===== config.mk =====
export PLATFORM = sky130hd
export DESIGN_NAME = warmboot_sequencer
export DESIGN_NICKNAME = d
export VERILOG_FILES = /design/src/rtl/warmboot_sequencer.sv
export SDC_FILE = /design/constraint.sdc
export NUM_CORES = 1
export LEC_CHECK = 0
export ABC_AREA = 1
export BUFFER_PORTS_ARGS = -buffer_cell sky130_fd_sc_hd__buf_4
export CORE_MARGIN = 4
export CORE_UTILIZATION = 58
export DETAILED_ROUTE_END_ITERATION = 10
export GPL_TIMING_DRIVEN = 0
export PLACE_DENSITY = 0.76
export SLEW_MARGIN = 20
export SYNTH_ARGS = -nofsm -noshare
export SYNTH_HDL_FRONTEND = slang
export SYNTH_SLANG_ARGS = --single-unit

===== constraint.sdc =====
create_clock -name clk -period 1.9 [get_ports clk]
set_input_delay 0.19 -clock clk [delete_from_list [all_inputs] [get_ports clk]]
set_output_delay 0.19 -clock clk [all_outputs]
set_load 0.05 [all_outputs]

===== src/rtl/warmboot_sequencer.sv =====
// warmboot_sequencer
// Hands control from the bootloader to a chosen configuration image.
// The sequence has four steps:
//   1. wait until the SPI flash and the USB transmitter have been quiet for a while
//   2. detach from the host by dropping the D+ pull-up
//   3. let the image select settle
//   4. fire SB_WARMBOOT
// Every output is a register. The counter is shared by all phases and is
// cleared on each phase change.

module warmboot_sequencer #(
    parameter int SPI_IDLE_CYCLES = 16,
    parameter int DETACH_CYCLES   = 12000,
    parameter int SETTLE_CYCLES   = 12
) (
    input  logic       clk,
    input  logic       reset,
    input  logic       boot_req,
    input  logic [1:0] image_sel,
    input  logic       spi_cs_n,
    input  logic       usb_tx_active,
    output logic       usb_pu,
    output logic       usb_tx_inhibit,
    output logic [1:0] warmboot_s,
    output logic       warmboot_boot,
    output logic       busy
);

    localparam int MAX_AB = (SPI_IDLE_CYCLES > DETACH_CYCLES) ? SPI_IDLE_CYCLES : DETACH_CYCLES;
    localparam int MAX_CYCLES = (MAX_AB > SETTLE_CYCLES) ? MAX_AB : SETTLE_CYCLES;
    localparam int CNT_W = $clog2(MAX_CYCLES) + 1;

    localparam logic [CNT_W-1:0] SPI_LAST    = CNT_W'(SPI_IDLE_CYCLES - 1);
    localparam logic [CNT_W-1:0] DETACH_LAST = CNT_W'(DETACH_CYCLES - 1);
    localparam logic [CNT_W-1:0] SETTLE_LAST = CNT_W'(SETTLE_CYCLES - 1);
    localparam logic [CNT_W-1:0] CNT_ONE     = CNT_W'(1);

    typedef enum logic [2:0] {
        IDLE,
        WAIT_QUIET,
        DETACH,
        SETTLE,
        BOOT
    } state_t;

    state_t           state_q, state_d;
    logic [CNT_W-1:0] counter_q, counter_d;
    logic             usb_pu_d;
    logic             usb_tx_inhibit_d;
    logic [1:0]       warmboot_s_d;
    logic             warmboot_boot_d;
    logic             busy_d;
    logic             quiet;

    assign quiet = spi_cs_n & ~usb_tx_active;

    // State, counter and all outputs register here; reset takes priority over everything.
    always_ff @(posedge clk) begin
        if (reset) begin
            state_q        <= IDLE;
            counter_q      <= '0;
            usb_pu         <= 1'b1;
            usb_tx_inhibit <= 1'b0;
            warmboot_s     <= 2'b01;
            warmboot_boot  <= 1'b0;
            busy           <= 1'b0;
        end else begin
            state_q        <= state_d;
            counter_q      <= counter_d;
            usb_pu         <= usb_pu_d;
            usb_tx_inhibit <= usb_tx_inhibit_d;
            warmboot_s     <= warmboot_s_d;
            warmboot_boot  <= warmboot_boot_d;
            busy           <= busy_d;
        end
    end

    // Next-state and next-output logic; by default every register holds its value.
    always_comb begin
        state_d          = state_q;
        counter_d        = counter_q;
        usb_pu_d         = usb_pu;
        usb_tx_inhibit_d = usb_tx_inhibit;
        warmboot_s_d     = warmboot_s;
        warmboot_boot_d  = warmboot_boot;
        busy_d           = busy;

        case (state_q)
            IDLE: begin
                if (boot_req) begin
                    warmboot_s_d = image_sel;
                    busy_d       = 1'b1;
                    counter_d    = '0;
                    state_d      = WAIT_QUIET;
                end
            end
            WAIT_QUIET: begin
                if (quiet && counter_q == SPI_LAST) begin
                    counter_d        = '0;
                    usb_pu_d         = 1'b0;
                    usb_tx_inhibit_d = 1'b1;
                    state_d          = DETACH;
                end else if (quiet) begin
                    counter_d = counter_q + CNT_ONE;
                end else begin
                    counter_d = '0;
                end
            end
            DETACH: begin
                if (counter_q == DETACH_LAST) begin
                    counter_d = '0;
                    state_d   = SETTLE;
                end else begin
                    counter_d = counter_q + CNT_ONE;
                end
            end
            SETTLE: begin
                if (counter_q == SETTLE_LAST) begin
                    counter_d       = '0;
                    warmboot_boot_d = 1'b1;
                    state_d         = BOOT;
                end else begin
                    counter_d = counter_q + CNT_ONE;
                end
            end
            BOOT: begin
                warmboot_boot_d  = 1'b1;
                usb_pu_d         = 1'b0;
                usb_tx_inhibit_d = 1'b1;
                busy_d           = 1'b1;
            end
            default: begin
                state_d = IDLE;
            end
        endcase
    end

endmodule


Word-level counts from Yosys, hierarchy flattened:

Index checks and enable logic that the tools add are counted.

* equal/unequal tests: 11
* shift-type cells: 0
* $mul: 0
* reduce and logical (&&, ||, !) cells: 12
* divide/modulo/power cells: 0
* bitwise operators: 3
* multiplexer cells: 19
* order comparisons: 0
* add/sub/neg operators: 1

Operators by type and width (number)
* 15-bit 2-to-1 mux: 5
* 15-bit one-hot mux with 4 select lines: 1
* 15-bit by 4-bit equality test with 1-bit output, second input constant: 2
* 15-bit by 1-bit adder with 15-bit output, second input constant: 1
* 15-bit by 14-bit equality test with 1-bit output, second input constant: 1
* 3-bit one-hot mux with 5 select lines: 1
* 3-bit 2-to-1 mux: 4
* 2-bit AND reduction: 5
* 2-bit inequality test, second input constant: 4
* 1-bit one-hot mux with 2 select lines: 4
* 3-bit by 2-bit equality test with 1-bit output, second input constant: 2
* 2-bit nonzero test: 3
* 5-bit AND reduction: 1
* 1-bit 2-to-1 mux: 4
* 4-bit nonzero test: 1
* 3-bit by 1-bit equality test with 1-bit output, second input constant: 1
* 3-bit equality test, second input constant: 1
* 3-bit logical NOT: 1
* 1-bit inverter: 2
* 1-bit AND: 1
* 1-bit logical AND: 1

* output and inout bits: 6
* RAM bits: 0
* memory bits (read-only): 0
* register bits: 24
* input bits: 7
* latch bits: 0
* memories: 0

Longest topological paths before layout:

Gate-level depths: netlist of the first run.

* depth after elaboration: 5
* gate-level depth with buffers: 11
* depth with buffers taken out: 10

Least setup slack after synthesis of the first run:

No wires, ideal clock.

* kind: register to register
* start: register counter_q[0]
* end: register counter_q[11]
* path slack: 0.487 ns
* data arrival time: 1.298 ns
* setup time: 0.116 ns
* period minus slack after synthesis: 1.413 ns
* cell stages (with the launch flop): 9
* required time: 1.784 ns
* path through: dfxtp_1 ha_1 nand3_1 nor2_1 nand2_1 nand3_2 nand4_2 nand2_2 nor2_1

* word-level cells in the longest chain between the ends: 4

Ends and longest elaborated chain
* start, declared: RTL line 47 `logic [CNT_W-1:0] counter_q, counter_d;`
* start signal, assigned: RTL line 69 `counter_q <= counter_d;`
* 15-bit by 1-bit adder with 15-bit output / 15-bit by 4-bit equality test with 1-bit output (equally long branches)
* 15-bit 2-to-1 mux / 1-bit logical AND (equally long branches): RTL line 103, 98
* 15-bit 2-to-1 mux: RTL line 98 `if (quiet && counter_q == SPI_LAST) begin`
* 15-bit one-hot mux with 4 select lines *: RTL line 88 `case (state_q)`

Every way passes the cells marked *; elsewhere a longest branch is shown, timed or not.
A chain may end at the register's enable or synchronous reset.

Worst setup path in the final report of the first run:

* start: register counter_q[0]
* end: register counter_q[14]

Same word-level chain as after synthesis.

==> out/results.ini, run 1 <==
[worst_setup_path]
end_kind = flop
worstSetupStartpointType = flop
endpoint = counter_q[14]
worstSetupStartpoint = counter_q[0]
critPathArrivalTime_ns = 1.95
cp.required_ns = 2.13
crit_fanout = 5
reg2reg_depth = 8
critPathKind = reg -> reg
reg2reg_slack_ns = 0.18
timing.rr.end = counter_q[14]
timing.rr.start = counter_q[0]

[sta]
final-hold-violation-count = 0
rsz0062_at_grt = no
finalCritPeriodShare_pct = 90.6
period_minus_slack_ns = 1.72
setup_violations = 0
slew_headroom_pct = 65.3
worst_pin_slew_ns = 0.520
clock.fmax_ghz = 0.581
drv_slew = 0
worst_clock_skew_ns = 0.00235
tns_ns = 0

[route]
ant_nets = 0
first_iter_violations = 54
drc = 0
wl_per_cell_um = 12.1
num_vias = 1394
firstDrtPassIters = 4
viasPerCell = 5.42
wirelength_um = 3110

[placement]
dp_hpwl_um = 2380
placement.io_buffers = 11
gp_congestion = 0.888
place_area_um2 = 1510

[cells_and_area]
final_cell_mix = 48 x nand2_1, 31 x nor2_1, 29 x inv_1
area_growth_pct = 11.4
layout_commonest_cell = nand2_1
n_antenna_cell = 0
nets = 238
layout-drive-gt1-share_pct = 13.1
fin_area_um2 = 1550

[power_and_ir_drop]
swShare_pct = 42.5
intPower_w = 0.000869
p_clk_share_pct = 18.0
pwr-share-seq_pct = 39.8
p_sw_w = 0.000641
peakVddDrop_mv = 0.810
p_leak_nw = 0.706
p_per_area_nw_per_um2 = 974
comb_power_share_pct = 42.2

[clock_network]
cts_tree = yes
root_buffer = clkbuf_4
clock_latency_ns = 0.32
cts-htree-levels = 1
clkTransAtPathRegs_ns = 0.13
cts_made_buffers = 3
cts_sinks = 24
holdBufCountCts = 0
cts_buffer_depth = 2

[yosys]
synth_warnings = 0
synth.top_cell.area_share_pct = 34.5
yosysSeqAreaShare_pct = 34.5
syn_inst = 214
synth_seq_cells = 24
syn_area_um2 = 1390
synth_top_family_by_area = simple AND/OR/NAND/NOR gates
synthMuxAreaShare_pct = 0
syn_avg_cell_area_um2 = 6.50
synth_largest_area_cell = dfxtp_1
synth_compound_area_share_pct = 9.62
synth_area_leaders = dfxtp_1 35%, nand2_1 13%, nor2_1 8.4%, inv_1 7.8%, nand3_1 7.2%
synthXorXnorAreaFrac_pct = 3.15
synth-simple-area-share_pct = 41.8
synthAdderAreaFrac_pct = 0.899
ys_types = 26
synth.net_count = 222

[global_routing]
grt_max_degree = 14
grt_overflow = 0
grt_pass1_wl_um = 5550
grt_usage_pct = 20.9
antenna_found_initial = 0
grt_pass1_vias = 1314

[floorplanning]
start_util_pct = 61.7
fp.dieW_um = 57.0
num_io_pins = 13
placeableCoreArea_um2 = 2250
rows = 17
die_area_um2 = 3250
die_h_um = 57.0

[hold_path]
min_path_type = in -> reg
hold_start = image_sel[0]

[status]
status = finished, final reports clean

[run]
cap_violations = 0

critical path: stages (launching register included):
cell and delay [ns]:
dfxtp_1 0.39, ha_1 0.24, nand3_1 0.18, nor2_1 0.18, nand2_1 0.10, nand3_2 0.11, nand4_2 0.20, nand2_4 0.17
nor2_1 0.06
per-stage QoR:
step	cells	util [%]	setup WS, ns	hold slack, ns	power [W]
finish	257	68.8	0.179	0.0703	0.00151
detailed placement	253	66.9	0.206	0.405	0.00123
global route	257	68.8	0.0000342	0.0643	0.00162
CTS	257	68.5	0.185	0.0696	0.00150
global placement	253	66.9	0.241	0.389	0.00121
floorplan	214	-	0.487	0.303	0.00109
power by group through the flow:
stage          logic, W  registers (W)  clock network (W)
2_1_floorplan  0.000437       0.000654                  0
3_3_place_gp   0.000607       0.000607                  0
3_5_place_dp   0.000622       0.000611                  0
4_1_cts        0.000623       0.000601           0.000275
5_1_grt        0.000709       0.000609           0.000299
6_report       0.000637       0.000601           0.000272
cells by family (layout without fill, tap and decap cells):
family	Yosys count	after routing
AND/OR/NAND/NOR	125	125
buffers and inverters	35	50
AO/OA/AOI/OAI	24	24
flip-flops	24	24
XOR/XNOR	5	5
adder cells (fa/ha/maj)	1	1
Yosys cell counts (all sizes together):
cell type	instances
nand3	21
nand4	10
o21ai	9
nand3b	2
nor3	8
nand2	49
clkbuf	2
a21oi	14
o21bai	1
dfxtp	24
or2	1
ha	1
buf	2
xor2	5
inv	31
nor2	34
layer usage:
metal	wire length (µm)	global-route usage (%)
met5	0	0
met4	80	8.61
met3	97	2.04
met2	1440	35.4
met1	1490	27.0
cell type report:
type,instances,area [µm²]
Timing Repair Buffer,11,82.6
Sequential cell,24,480
Tap cell,28,35.0
Multi-Input combinational cell,155,777
Fill cell,202,704
Buffer,4,20.0
Inverter,31,119
Clock buffer,4,36.3
worst min-delay path by stage:
stage / endpoint / slack [ns] / cells after the start
finish: warmboot_s[0] / 0.07 / 3
global route: warmboot_s[0] / 0.06 / 3
CTS: warmboot_s[0] / 0.07 / 3
detailed placement: warmboot_s[0] / 0.40 / 3
global placement: warmboot_s[0] / 0.39 / 3
floorplan: warmboot_s[0] / 0.30 / 2
state kept, by name, indices dropped and copies added, names as in the netlist:
signal / flops
busy: 1
counter_q: 15
state_q: 3
usb_pu: 1
usb_tx_inhibit: 1
warmboot_boot: 1
warmboot_s: 2
repair_timing:
item	4_1_cts	5_1_grt
endpoints found under the setup margin	0	4
buffers inserted	0	0
resized for setup	0	1
Power figures use the tool's default switching activity.
==> run 2, diff against run 1 <==
--- a/config.mk
+++ b/config.mk
@@ -8,10 +8,11 @@
 export ABC_AREA = 1
 export BUFFER_PORTS_ARGS = -buffer_cell sky130_fd_sc_hd__buf_4
 export CORE_MARGIN = 4
-export CORE_UTILIZATION = 58
+export CORE_UTILIZATION = 60
+export CTS_BUF_LIST = sky130_fd_sc_hd__clkbuf_4
 export DETAILED_ROUTE_END_ITERATION = 10
 export GPL_TIMING_DRIVEN = 0
-export PLACE_DENSITY = 0.76
+export PLACE_DENSITY = 0.9
 export SLEW_MARGIN = 20
 export SYNTH_ARGS = -nofsm -noshare
 export SYNTH_HDL_FRONTEND = slang
==> constraint.sdc (replaced) <==
create_clock -name clk -period 1.8 [get_ports clk]
set_input_delay 0.18 -clock clk [delete_from_list [all_inputs] [get_ports clk]]
set_output_delay 0.18 -clock clk [all_outputs]
set_load 0.05 [all_outputs]
==> out/results.ini, run 2 (synthesis gave the netlist of run 1 again) <==
[status]
status = finished, final reports clean

[global_routing]
antenna_found_initial = 0  ; unchanged
grt_pass1_vias = 1236  ; -5.9%
grt_pass1_wl_um = 5180  ; -6.7%
grt_overflow = 0  ; unchanged
grt_max_degree = 13  ; -1
grt_usage_pct = 19.8  ; -1.1 points

[power_and_ir_drop]
p_clk_share_pct = 14.5  ; -3.5 points
p_per_area_nw_per_um2 = 994  ; +2.1%
p_total_w = 0.00154  ; +1.8%
swShare_pct = 42.4  ; about the same
pwr-share-seq_pct = 41.4  ; +1.6 points
p_leak_nw = 0.694  ; -1.7%
peakVddDrop_mv = 1.06  ; +31%
intPower_w = 0.000885  ; +1.9%
comb_power_share_pct = 44.1  ; +1.9 points
p_sw_w = 0.000652  ; +1.7%

[sta]
slew_headroom_pct = 70.6  ; +5.3 points
worst_clock_skew_ns = 0.00240  ; +0.0000535 ns
setup_slack_ns = 0.0618  ; -0.117 ns
final-hold-violation-count = 0  ; unchanged
setup_violations = 0  ; unchanged
drv_slew = 0  ; unchanged
finalCritPeriodShare_pct = 96.6  ; +6.0 points
period_minus_slack_ns = 1.74  ; +0.0173 ns
clock.fmax_ghz = 0.575  ; -0.99%
worst_pin_slew_ns = 0.441  ; -0.0789 ns

[hold_path]
hold_start = image_sel[0]
min_to = warmboot_s[0]
whs_path_depth = 3  ; unchanged
min_path_type = in -> reg

[cells_and_area]
final_cell_mix = 48 x nand2_1, 31 x nor2_1, 29 x inv_1
largestRegisters = counter_q (15), state_q (3), warmboot_s (2)
final_util_pct = 69.9  ; +1.1 points
layout_commonest_cell = nand2_1
n_antenna_cell = 0  ; unchanged
nets = 238  ; unchanged
largest_register = counter_q
largest_reg_flops = 15  ; unchanged
layout-drive-gt1-share_pct = 14.0  ; +0.93 points
area_growth_pct = 11.1

[floorplanning]
die_area_um2 = 3150  ; -2.9%
num_io_pins = 13  ; unchanged
die_h_um = 56.2  ; -1.4%
placeableCoreArea_um2 = 2210  ; -1.9%
start_util_pct = 62.9  ; +1.2 points
rows = 17  ; unchanged
fp.dieW_um = 56.2  ; -1.4%

[worst_setup_path]
end_kind = flop
timing.rr.start = counter_q[0]
worstSetupStartpointType = flop
critPathArrivalTime_ns = 1.94  ; about the same
critPathKind = reg -> reg
slowest_delay_ns = 0.38  ; about the same
cp.required_ns = 2.00  ; -0.13 ns
reg2reg_slack_ns = 0.06  ; -0.12 ns
crit_chain = ha_2, nand3_1, nor2_1, nand2_1, nand2_1, nand4_4, nand2_2, nor2_1
crit_fanout = 5  ; unchanged
cp_top_family = simple AND/OR/NAND/NOR gates
crit_buf_inv = 0  ; unchanged
worst_path_max_delay_cell = dfxtp_2
reg2reg_depth = 8  ; unchanged
timing.rr.end = counter_q[13]

[clock_network]
cts_made_buffers = 3  ; unchanged
root_buffer = clkbuf_4
cts_tree = yes
holdBufCountCts = 0  ; unchanged
cts-htree-levels = 1  ; unchanged
cts_sinks = 24  ; unchanged
cts_buffer_depth = 2  ; unchanged
clkTransAtPathRegs_ns = 0.12  ; about the same
clock_latency_ns = 0.30  ; -0.02 ns

[placement]
dp_hpwl_um = 2290  ; -4.0%
pre_cts_ws_ns = 0.0880  ; -0.118 ns
placement.io_buffers = 11  ; unchanged
gp_congestion = 0.982  ; +11%

[run]
cap_violations = 0  ; unchanged

[route]
first_iter_violations = 66  ; +22%
ant_nets = 0  ; unchanged
num_vias = 1377  ; -1.2%
wl_per_cell_um = 11.9  ; -1.3%
viasPerCell = 5.38  ; -0.83%
drc = 0  ; unchanged
firstDrtPassIters = 4  ; unchanged
wirelength_um = 3060  ; -1.6%

[run 2: worst max-delay path by stage]
stage	start	to	slack [ns]	cells after the start
floorplan	counter_q[0]	counter_q[11]	0.39	8
global placement	counter_q[0]	counter_q[13]	0.12	8
detailed placement	counter_q[0]	counter_q[13]	0.09	8
CTS	counter_q[0]	counter_q[13]	0.05	8
global route	counter_q[0]	state_q[0]	-0.06	9
finish	counter_q[0]	counter_q[13]	0.06	8
[run 2: stage by stage]
step                      hold slack [ns]  cell area [µm²]  TNS, ns  std cells
after floorplan                     0.293             1390        0        214
after global placement              0.382             1510        0        253
after detailed placement            0.395             1510        0        253
after CTS                          0.0720             1530        0        256
after global routing               0.0764             1550   -0.273        256
final                              0.0718             1550        0        256
[run 2: worst register-to-register path: stages (launching register included)]
cell and delay (ns):
dfxtp_2 0.38, ha_2 0.22, nand3_1 0.17, nor2_1 0.20
nand2_1 0.13, nand2_1 0.16, nand4_4 0.16, nand2_2 0.16
nor2_1 0.06
[run 2: metal layers]
metal  track usage, %  part of all wire (%)  up-vias
met5                0                     0        -
met4             4.75                   1.9        0
met3             2.32                   5.1        8
met2             35.2                    49       45
met1             25.2                    44      605
li1                 -                     -      719
[run 2: timing repair]
item | 4_1_cts | 5_1_grt
setup endpoints to repair | 0 | 13
resized for setup | 0 | 4
setup buffers | 0 | 0
[run 2: area by class of cell]
| type | count | area, µm² |
|---|---|---|
| Multi-Input combinational cell | 155 | 783 |
| Fill cell | 205 | 667 |
| Sequential cell | 24 | 483 |
| Inverter | 31 | 119 |
| Timing Repair Buffer | 11 | 82.6 |
| Tap cell | 28 | 35.0 |
| Clock buffer | 3 | 22.5 |
| Buffer | 4 | 20.0 |
[run 2: power by group through the flow]
stage,sequential [W],clock (W),combinational [W]
floorplan,0.000690,0,0.000461
global placement,0.000642,0,0.000638
detailed placement,0.000644,0,0.000649
CTS,0.000632,0.000229,0.000651
global route,0.000645,0.000248,0.000747
finish,0.000636,0.000222,0.000678
